--- src/rtl/r88_int_seq.sv ---
// Rocket88 interrupt/reset sequencer.
// Prioritises reset > NMI > IRQ. It holds the decoder while it fetches a two-byte
// vector through the memory controller, then presents that vector as the new PC.
// Optional build macro R88_INT_SYNC_EN: when defined, nmiReq and irq pass through
// 2-FF synchronisers before the edge/level logic, which adds two cycles of request latency.
module r88_int_seq #(
  parameter logic [15:0] RESET_VEC   = 16'hFFFC,
  parameter logic [15:0] NMI_VEC     = 16'hFFFA,
  parameter logic [15:0] IRQ_VEC     = 16'hFFFE,
  parameter int unsigned MEM_TIMEOUT = 8
) (
  input  logic        sysClock,
  input  logic        resetReq,
  input  logic        nmiReq,
  input  logic        irq,
  input  logic        irqEn,
  input  logic        instrDone,
  input  logic        memReady,
  input  logic [7:0]  intD,
  output logic        mc_write_full,
  output logic [15:0] mcAddr,
  output logic        readMem,
  output logic        coreHalt,
  output logic        pcLoad,
  output logic [15:0] newPC,
  output logic        irqDisable,
  output logic [1:0]  intCause,
  output logic        busErr
);

  localparam int unsigned WAIT_W = (MEM_TIMEOUT > 1) ? $clog2(MEM_TIMEOUT) : 1;
  localparam logic [WAIT_W-1:0] WAIT_LAST = WAIT_W'(MEM_TIMEOUT - 1);

  localparam logic [1:0] CAUSE_RESET = 2'b00;
  localparam logic [1:0] CAUSE_NMI   = 2'b01;
  localparam logic [1:0] CAUSE_IRQ   = 2'b10;

  typedef enum logic [2:0] {
    IDLE,
    ADDR_LO,
    READ_LO,
    ADDR_HI,
    READ_HI,
    LOAD
  } seqState_t;

  seqState_t         state;
  logic              resetPending;
  logic              nmiPending;
  logic              nmiPrev;
  logic [15:0]       vec;
  logic [7:0]        fetchLo;
  logic [WAIT_W-1:0] waitCnt;

  logic              nmiSig;
  logic              irqSig;
  logic              nmiEdge;
  logic              nmiWanted;
  logic              irqEligible;
  logic              acceptNmi;
  logic              acceptIrq;
  logic              accept;
  logic [15:0]       selVec;
  logic [1:0]        selCause;
  logic [15:0]       vecNext;

`ifdef R88_INT_SYNC_EN
  logic [1:0] nmiSync;
  logic [1:0] irqSync;

  // Two-stage synchronisers for the asynchronous request pins
  always_ff @(posedge sysClock or posedge resetReq) begin
    if (resetReq) begin
      nmiSync <= '0;
      irqSync <= '0;
    end else begin
      nmiSync <= {nmiSync[0], nmiReq};
      irqSync <= {irqSync[0], irq};
    end
  end

  // Synchronised request views
  always_comb begin
    nmiSig = nmiSync[1];
    irqSig = irqSync[1];
  end
`else
  // Requests are already synchronous to sysClock
  always_comb begin
    nmiSig = nmiReq;
    irqSig = irq;
  end
`endif

  // Previous NMI level for rising-edge detection
  always_ff @(posedge sysClock or posedge resetReq) begin
    if (resetReq) nmiPrev <= 1'b0;
    else          nmiPrev <= nmiSig;
  end

  // Request qualification and acceptance selection in IDLE
  always_comb begin
    nmiEdge     = nmiSig & ~nmiPrev;
    // A fresh edge counts as a request in the same cycle, so an NMI rising together
    // with an IRQ and instrDone wins over the IRQ.
    nmiWanted   = nmiPending | nmiEdge;
    irqEligible = irqSig & irqEn;
    acceptNmi   = ~resetPending & nmiWanted & instrDone;
    acceptIrq   = ~resetPending & ~nmiWanted & irqEligible & instrDone;
    accept      = resetPending | acceptNmi | acceptIrq;
    selVec      = RESET_VEC;
    selCause    = CAUSE_RESET;
    if (acceptNmi) begin
      selVec   = NMI_VEC;
      selCause = CAUSE_NMI;
    end else if (acceptIrq) begin
      selVec   = IRQ_VEC;
      selCause = CAUSE_IRQ;
    end
    vecNext = vec + 16'd1;
  end

  // Sequencer FSM with registered outputs
  always_ff @(posedge sysClock or posedge resetReq) begin
    if (resetReq) begin
      state         <= IDLE;
      resetPending  <= 1'b1;
      nmiPending    <= 1'b0;
      vec           <= '0;
      fetchLo       <= '0;
      waitCnt       <= '0;
      mc_write_full <= 1'b0;
      mcAddr        <= '0;
      readMem       <= 1'b0;
      coreHalt      <= 1'b1;
      pcLoad        <= 1'b0;
      newPC         <= '0;
      irqDisable    <= 1'b0;
      intCause      <= CAUSE_RESET;
      busErr        <= 1'b0;
    end else begin
      mc_write_full <= 1'b0;
      pcLoad        <= 1'b0;
      irqDisable    <= 1'b0;
      if (nmiEdge) nmiPending <= 1'b1;

      case (state)
        IDLE: begin
          if (accept) begin
            vec           <= selVec;
            intCause      <= selCause;
            mcAddr        <= selVec;
            mc_write_full <= 1'b1;
            coreHalt      <= 1'b1;
            state         <= ADDR_LO;
            // An edge arriving while an already-pending NMI is accepted stays pending
            if (acceptNmi) nmiPending <= nmiPending & nmiEdge;
          end
        end

        ADDR_LO: begin
          readMem <= 1'b1;
          waitCnt <= '0;
          state   <= READ_LO;
        end

        READ_LO: begin
          if (memReady) begin
            fetchLo       <= intD;
            readMem       <= 1'b0;
            mcAddr        <= vecNext;
            mc_write_full <= 1'b1;
            state         <= ADDR_HI;
          end else if (waitCnt == WAIT_LAST) begin
            busErr        <= 1'b1;
            readMem       <= 1'b0;
            mcAddr        <= vec;
            mc_write_full <= 1'b1;
            state         <= ADDR_LO;
          end else begin
            waitCnt <= waitCnt + 1'b1;
          end
        end

        ADDR_HI: begin
          readMem <= 1'b1;
          waitCnt <= '0;
          state   <= READ_HI;
        end

        READ_HI: begin
          if (memReady) begin
            readMem    <= 1'b0;
            newPC      <= {intD, fetchLo};
            pcLoad     <= 1'b1;
            irqDisable <= (intCause != CAUSE_RESET);
            state      <= LOAD;
          end else if (waitCnt == WAIT_LAST) begin
            // A timeout on either byte restarts the whole vector
            busErr        <= 1'b1;
            readMem       <= 1'b0;
            mcAddr        <= vec;
            mc_write_full <= 1'b1;
            state         <= ADDR_LO;
          end else begin
            waitCnt <= waitCnt + 1'b1;
          end
        end

        LOAD: begin
          resetPending <= 1'b0;
          coreHalt     <= 1'b0;
          state        <= IDLE;
        end

        default: begin
          state <= IDLE;
        end
      endcase
    end
  end

endmodule

--- config.mk ---
export PLATFORM = sky130hd
export DESIGN_NAME = r88_int_seq
export DESIGN_NICKNAME = d
export VERILOG_FILES = /design/src/rtl/r88_int_seq.sv
export SDC_FILE = /design/constraint.sdc
export NUM_CORES = 1
export LEC_CHECK = 0
export CORE_MARGIN = 2
export CORE_UTILIZATION = 60
export CTS_CLUSTER_DIAMETER = 60
export DETAILED_ROUTE_END_ITERATION = 10
export DONT_BUFFER_PORTS = 1
export PLACE_DENSITY_LB_ADDON = 0.05
export SKIP_CTS_REPAIR_TIMING = 1
export SLEW_MARGIN = 20
export SYNTH_ARGS = -nofsm -noshare
export SYNTH_HDL_FRONTEND = slang
export SYNTH_SLANG_ARGS = --single-unit
export TNS_END_PERCENT = 50
--- constraint.sdc ---
create_clock -name sysClock -period 6.4 [get_ports sysClock]
set_input_delay 1.28 -clock sysClock [delete_from_list [all_inputs] [get_ports sysClock]]
set_output_delay 1.28 -clock sysClock [all_outputs]
set_load 0.005 [all_outputs]
Word-level counts from Yosys, hierarchy flattened
Index checks and enable logic that the tools add are counted.
{"block": "totals", "word_cells": 94, "in_bits": 15, "regBits": 73, "output_inout_bits": 40}
{"block": "classes", "bitwise_logic": 15, "add_sub_neg": 2, "n_reduce_logical": 15, "eq_ne": 11, "muxes": 35}
{"cell": "16-bit two-way mux", "count": 4}
{"cell": "16-bit one-hot mux with 3 select lines", "count": 1}
{"cell": "3-bit two-way mux", "count": 7}
{"cell": "16-bit by 1-bit adder with 16-bit output, second input constant", "count": 1}
{"cell": "1-bit two-way mux", "count": 15}
{"cell": "3-bit one-hot mux with 5 select lines", "count": 1}
{"cell": "2-bit AND reduction", "count": 5}
{"cell": "3-bit == test, second input constant", "count": 3}
{"cell": "3-bit AND reduction", "count": 3}
{"cell": "1-bit AND", "count": 8}
{"cell": "2-bit inequality test, second input constant", "count": 4}
{"cell": "3-bit by 2-bit == test with 1-bit output, second input constant", "count": 2}
{"cell": "2-bit two-way mux", "count": 3}
{"cell": "3-bit one-hot mux with 2 select lines", "count": 1}
{"cell": "2-bit nonzero test", "count": 3}
{"cell": "1-bit inverter", "count": 4}
{"cell": "1-bit one-hot mux with 2 select lines", "count": 2}
{"cell": "2-bit OR reduction", "count": 2}
{"cell": "3-bit by 1-bit adder with 3-bit output, second input constant", "count": 1}
{"cell": "3-bit by 1-bit == test with 1-bit output, second input constant", "count": 1}
{"cell": "3-bit zero test", "count": 1}
{"cell": "3-bit by 1-bit inequality test with 1-bit output, second input constant", "count": 1}
{"cell": "1-bit bitwise OR", "count": 3}
{"cell": "1-bit one-hot mux with 3 select lines", "count": 1}
{"cell": "3-bit nonzero test", "count": 1}

Longest topological paths before layout
Gate-level depths: netlist (run 1).
{"block": "depth", "depth_word": 11, "depth_mapped": 8, "ltp_nobuf": 7}

Worst setup path before layout (run 1)
OpenSTA, ideal clock, no wires.
{"block": "synth_timing", "kind": "input to register", "startpoint": "in memReady", "endpoint": "reg mcAddr[10]", "setup_ps": 119, "t_arrival_ps": 2500, "path_slack_ps": 3781, "required_ps": 6281, "stages": 6, "n_path_buf": 2, "path_cell_list": "clkbuf_1 > nor2_1 > a2bb2oi_1 > or4_4 > buf_6 > o21a_1"}
{"block": "synth_between", "elab_chain_len": 2, "word_cells_on_any_way": 4, "cone_classes": "1 x eq/ne; 2 x mux; 1 x reduce/logical"}
{"item": "start, declared", "line": "18", "rtl": "input logic memReady,"}
{"item": "16-bit two-way mux / 2-bit inequality test (equally long branches)"}
{"item": "16-bit one-hot mux with 3 select lines / 3-bit AND reduction (equally long branches)"}
{"item": "end signal, assigned", "line": "152", "rtl": "mcAddr <= selVec;"}
{"item": "end signal, assigned", "line": "171", "rtl": "mcAddr <= vecNext;"}
{"item": "end signal, assigned", "line": "177", "rtl": "mcAddr <= vec;"}
{"item": "end, declared", "line": "21", "rtl": "output logic [15:0] mcAddr,"}
Parallel ways exist; a longest one is shown, timed or not.
A chain may end at the register's enable or synchronous reset.

Final worst setup path (run 1)
{"block": "layout_timing", "startpoint": "reg waitCnt[0]", "endpoint": "reg mcAddr[2]"}
{"block": "layout_between", "elab_chain_len": 4, "word_cells_on_any_way": 5, "cone_classes": "1 x eq/ne; 4 x mux"}
{"item": "start, declared", "line": "53", "rtl": "logic [WAIT_W-1:0] waitCnt;"}
{"item": "start signal, assigned", "line": "181", "rtl": "waitCnt <= waitCnt + 1'b1;"}
{"item": "start signal, assigned", "line": "206", "rtl": "waitCnt <= waitCnt + 1'b1;"}
{"item": "3-bit == test *", "line": "174, 198"}
{"item": "16-bit two-way mux *"}
{"item": "16-bit two-way mux (on tied branches)"}
{"item": "16-bit one-hot mux with 3 select lines *"}
{"item": "end signal, assigned", "line": "171"}
{"item": "end signal, assigned", "line": "177"}
{"item": "end signal, assigned", "line": "202", "rtl": "mcAddr <= vec;"}
Every way passes the cells marked *; elsewhere a longest branch is shown, timed or not. The select of a mux whose other input is x is not followed.

==> impl_metrics.yaml, run 1 <==
sta:
  finalWorstSetupSlack_ns: 4.02
  finalSetupTns_ns: 0
  slew_violations: 0
  finalHoldViolCount: 0
  fmax_mhz: 421
  rsz0062_at_grt: "no"
  setup_viol: 0
  relSlewSlack_pct: 45.2
  worst_pin_slew_ns: 0.823
  period_needed_ns: 2.38
  period_share_pct: 37.1
  skew_ns: 0.00498
  hold_ws_ns: 0.483
place:
  dp_hpwl_um: 3180
  placed_cells: 246
  port-buffer-count: 0
  gp_congestion: 0.823
  post-place-ws_ns: 3.69
  placed_area_mm2: 0.00257
power:
  leakage_nw: 1.14
  power_density_mw_per_mm2: 484
  power.total_mw: 1.34
  ir_drop_mv: 0.234
setup_path:
  cp_slowest_cell: "nor2_1"
  slowest_delay_ns: 0.52
  start_kind: "flop"
  critPathKind: "reg -> reg"
  cp-end-kind: "flop"
  path_cells: "ha_1, ha_1, nor2_1, a2bb2oi_1, nor2_1, a221oi_1, o21ai_0"
  cp.arrival_ns: 2.56
  critPathTopFamily: "compound AO/OA/AOI/OAI gates"
  critical_path_buf_inv_count: 0
  cp_max_fo: 10
  crit_required_ns: 6.58
yosys:
  synth_edf_count: 0
  ys.flop_type: "dfrtp_1"
  async_reset_ff_share_pct: 100
  synth_cells: 208
  avgSynthCellArea_um2: 12.4
  ys_seq_elements: 60
  netlist_area_mm2: 0.00257
  yosysUniqueCellTypes: 47
  syn_nets: 225
  ys_seq_area_share_pct: 58.5
  yosys_warnings: 0
route:
  drc: 0
  vias: 1620
  first_pass_iters: 4
  routed_wl_um: 4780
  first_iter_violations: 87
  viasPerCell: 6.18
  routedWlPerCell_um: 18.2
  drtAntennaViolNets: 0
die:
  rows: 23
  dieArea_mm2: 0.00483
  io_pins: 55
  start_util_pct: 63.4
  die_h_um: 69.5
  chipWidth_um: 69.5
  core-area_mm2: 0.00406
finish:
  fin_nets: 224
  num_antenna_cells: 0
  area_growth_syn_to_layout_pct: 7.54
  final_core_util_pct: 68.2
  fin_cells: 262
  drive_above_1_share_pct: 22.2
  final_area_mm2: 0.00277
clocking:
  cts.htree.levels: 3
  clock_sinks: 60
  cts_buffers: 9
  clock_latency_ns: 0.32
  ctsRootBufferMaster: "clkbuf_8"
  tritoncts: "built"
  cts_buffer_depth: 2
  clkSlewWorstSetupHoldPaths_ns: 0.07
global_routing:
  grt_max_degree: 34
  grt_pass1_vias: 1641
  grt_antenna_before_repair: 0
  grt_first_pass_wirelength_um: 8100
  grt.overflow.total: 0
  grt_usage_pct: 21.5
flow_run:
  maxCapViolations: 0
run_status:
  status: "complete, no violations"
worst_hold_path:
  min_path_type: "reg -> reg"
[routing by layer]
metal  vias up  GRT usage [%]  part of all wire, %
met5         -              0                    0
li1        742              -                    -
met1       815           27.8                   43
met3         6           6.83                  5.9
met4         0           10.9                  1.4
met2        57           32.7                   50
[final timing paths]
| kind | start | to | slack (ns) | cells past startpoint |
|---|---|---|---|---|
| worst max register to register | waitCnt[0]$_DFFE_PP0P_ | mcAddr[2]$_DFFE_PP0P_ | 4.02 | 7 |
| worst min register to register | fetchLo[4]$_DFFE_PP0P_ | fetchLo[4]$_DFFE_PP0P_ | 0.48 | 1 |
| min in group asynchronous | resetReq | newPC[13]$_DFFE_PP0P_ | 0.89 | 1 |
| max in group asynchronous | resetReq | coreHalt$_DFFE_PP1P_ | 4.65 | 2 |
| worst min-delay path | fetchLo[4]$_DFFE_PP0P_ | fetchLo[4]$_DFFE_PP0P_ | 0.48 | 1 |
| worst max-delay path | waitCnt[0]$_DFFE_PP0P_ | mcAddr[2]$_DFFE_PP0P_ | 4.02 | 7 |
[placed cells by master (no fill, tap or decap), types with 2 or more instances in the layout]
cell type	Yosys	final
a21boi_0	2	2
a21oi_1	5	5
a221oi_1	2	2
a22o_1	2	2
and3_1	2	2
clkbuf_1	5	2
clkbuf_8	0	10
clkinv_2	0	2
dfrtp_1	58	58
dfstp_2	2	2
ha_1	2	2
inv_1	3	2
mux2_1	3	3
mux2_2	21	21
nand2_1	13	13
nand2b_1	8	8
nand3_1	4	4
nor2_1	8	8
nor2b_1	2	2
nor3_1	2	2
nor4_1	2	2
o211ai_1	2	2
o21a_1	16	16
o21ai_0	12	12
o21ai_1	2	2
o31ai_1	2	2
[layout make-up]
class / count / area, µm²
Sequential cell: 60 / 1500
Fill cell: 298 / 1290
Multi-Input combinational cell: 131 / 983
Clock buffer: 12 / 145
Tap cell: 50 / 62.6
Clock inverter: 4 / 48.8
Inverter: 4 / 15.0
Timing Repair Buffer: 1 / 7.51
[cell families after synthesis]
family	share of synthesized area, %
buffers and inverters	3.31
AO/OA/AOI/OAI	16.4
flip-flops	58.5
XOR/XNOR	0.341
AND/OR/NAND/NOR	10.0
adder cells (fa/ha/maj)	0.973
multiplexers	10.5
[flip-flops by register name, summed over array words and instances, names as in the netlist]
name           cells
state              3
intCause           2
pcLoad             1
vec                3
fetchLo            8
irqDisable         1
resetPending       1
mcAddr            16
mc_write_full      1
waitCnt            3
busErr             1
nmiPrev            1
nmiPending         1
newPC             16
coreHalt           1
readMem            1
[Yosys cell counts, types with 3 or more instances]
cell | number | area share [%]
o21a_1 | 16 | 4.7
dfrtp_1 | 58 | 56
nor2_1 | 8 | 1.2
a21oi_1 | 5 | 0.97
nand2_1 | 13 | 1.9
buf_2 | 5 | 0.97
mux2_1 | 3 | 1.3
mux2_2 | 21 | 9.2
o21ai_0 | 12 | 2.3
nand3_1 | 4 | 0.78
inv_1 | 3 | 0.44
clkbuf_1 | 5 | 0.73
nand2b_1 | 8 | 1.9
[worst register-to-register path, cell delays in order (launching register included)]
cell	delay [ns]
dfrtp_1	0.41
ha_1	0.22
ha_1	0.28
nor2_1	0.52
a2bb2oi_1	0.24
nor2_1	0.10
a221oi_1	0.35
o21ai_0	0.12
[where the power goes]
group / total (mW) / internal (mW) / leakage, nW / switching, mW
registers: 0.638 / 0.509 / 0.683 / 0.129
clock network: 0.327 / 0.190 / 0.100 / 0.137
logic: 0.373 / 0.178 / 0.353 / 0.195
(Power assumes the default switching activity.)
==> run 2: changes to the inputs <==
CORE_UTILIZATION = 56   (was 60)
clock period = 2.15 ns   (was 6.4 ns; I/O delays follow)
==> impl_metrics.yaml, run 2 (synthesis gave the netlist of run 1 again) <==
sta:
  period_needed_ns: 1.89
  period_share_pct: 88.0
  rsz0062_at_grt: "no"
  setup_viol: 0
  finalSetupTns_ns: 0
  finalHoldViolCount: 0
  worst_pin_slew_ns: 0.538
  relSlewSlack_pct: 63.9
  finalWorstSetupSlack_ns: 0.258
  slew_violations: 0
  skew_ns: 0.00777
  fmax_mhz: 528
route:
  drtAntennaViolNets: 0
  routed_wl_um: 4650
  drc: 0
  routedWlPerCell_um: 17.0
  viasPerCell: 6.03
  first_pass_iters: 4
  vias: 1646
  first_iter_violations: 53
clocking:
  cts.htree.levels: 3
  clock_latency_ns: 0.32
  ctsRootBufferMaster: "clkbuf_8"
  clock_sinks: 60
  cts_buffer_depth: 2
  tritoncts: "built"
  clkSlewWorstSetupHoldPaths_ns: 0.06
  cts_buffers: 9
place:
  port-buffer-count: 0
  gp_congestion: 0.850
  post-place-ws_ns: 0.274
  placed_cells: 257
  dp_hpwl_um: 3360
setup_path:
  start_kind: "flop"
  slowest_delay_ns: 0.48
  cp_slowest_cell: "dfrtp_1"
  crit_required_ns: 2.36
  rrSetupSlack_ns: 0.26
  critPathKind: "reg -> reg"
  cp-end-kind: "flop"
  cp.arrival_ns: 2.10
  cp_max_fo: 13
  path_cells: "or3_4, o311ai_4, nor2_2, o21a_1"
worst_hold_path:
  min_path_type: "in -> async"
global_routing:
  grt.overflow.total: 0
  grt_first_pass_wirelength_um: 8060
  grt_usage_pct: 20.4
  grt_pass1_vias: 1642
  grt_max_degree: 35
  grt_antenna_before_repair: 0
run_status:
  status: "complete, no violations"
finish:
  drive_above_1_share_pct: 25.3
  mostFrequentLayoutCell: "dfrtp_1"
  largest_registers: "mcAddr x16, newPC x16, fetchLo x8"
  layout_common_cells: "58 x dfrtp_1, 21 x mux2_2, 16 x o21a_1, 13 x nand2_1, 12 x o21ai_0"
  area_growth_syn_to_layout_pct: 9.34
  fillerInstances: 355
  final_core_util_pct: 64.2
  fin_cells: 273
  fin_nets: 233
  num_antenna_cells: 0
power:
  ir_drop_mv: 0.794
  leakage_nw: 1.17
  power_density_mw_per_mm2: 1390
die:
  rows: 24
  die_h_um: 71.8
  dieArea_mm2: 0.00515
  chipWidth_um: 71.8
  io_pins: 55
  start_util_pct: 58.7
  core-area_mm2: 0.00438
flow_run:
  maxCapViolations: 0
==> run 2: cell count changes in the layout (fill, tap and decap cells not counted) <==
| cell | delta |
|---|---|
| bufinv_16 | -1 |
| clkinv_4 | -1 |
| buf_4 | +9 |
| clkinvlp_4 | +2 |
==> run 2: critical path, delay by kind of cell, from the launching register on <==
kind	cells	cell delay (ns)
flops	1	0.48
simple gates	2	0.67
compound gates	2	0.63
==> run 2: stage by stage <==
stage               total power, mW  instance area [µm²]  hold WS [ns]
finish                         3.91                 2810        0.0475
global route                   4.20                 2810        0.0551
CTS                            3.95                 2810        0.0456
detailed placement             3.09                 2640         0.394
global placement               3.03                 2640         0.380
floorplan                      2.79                 2570         0.452
==> run 2: cell type report <==
cell class	instances	area (µm²)	area share, %
inverters	4	15.0	0.534
clock buffers	12	145	5.16
clock inverters	4	25.0	0.890
multi-input cells	131	983	35.0
repair buffers	10	75.1	2.67
well taps	52	65.1	2.31
flip-flops and latches	60	1500	53.5
==> run 2: final timing paths <==
path                       depth (start not counted)                     end              startpoint
setup / recovery                                   4   mcAddr[9]$_DFFE_PP0P_    state[0]$_DFFE_PP0P_
hold / removal                                     2    newPC[4]$_DFFE_PP0P_                resetReq
setup reg to reg                                   4   mcAddr[9]$_DFFE_PP0P_    state[0]$_DFFE_PP0P_
hold reg to reg                                    1  fetchLo[5]$_DFFE_PP0P_  fetchLo[5]$_DFFE_PP0P_
max in group asynchronous                          2    coreHalt$_DFFE_PP1P_                resetReq
min in group sysClock                              0       nmiPrev$_DFF_PP0_                  nmiReq
==> run 2: power by group <==
group	internal (mW)	switching [mW]	total, mW	leakage (nW)
Sequential	1.52	0.324	1.84	0.683
Clock	0.446	0.392	0.838	0.0824
Combinational	0.581	0.650	1.23	0.400
Total	2.54	1.37	3.91	1.17
==> run 2: per-layer routing <==
layer	share of wire, %	wire [µm]	track usage (%)	vias to the layer above
met3	7.8	362	6.33	4
li1	-	-	-	758
met4	0.84	39	8.39	0
met1	42	1970	27.3	813
met2	49	2280	31.1	71
met5	0	0	0	-
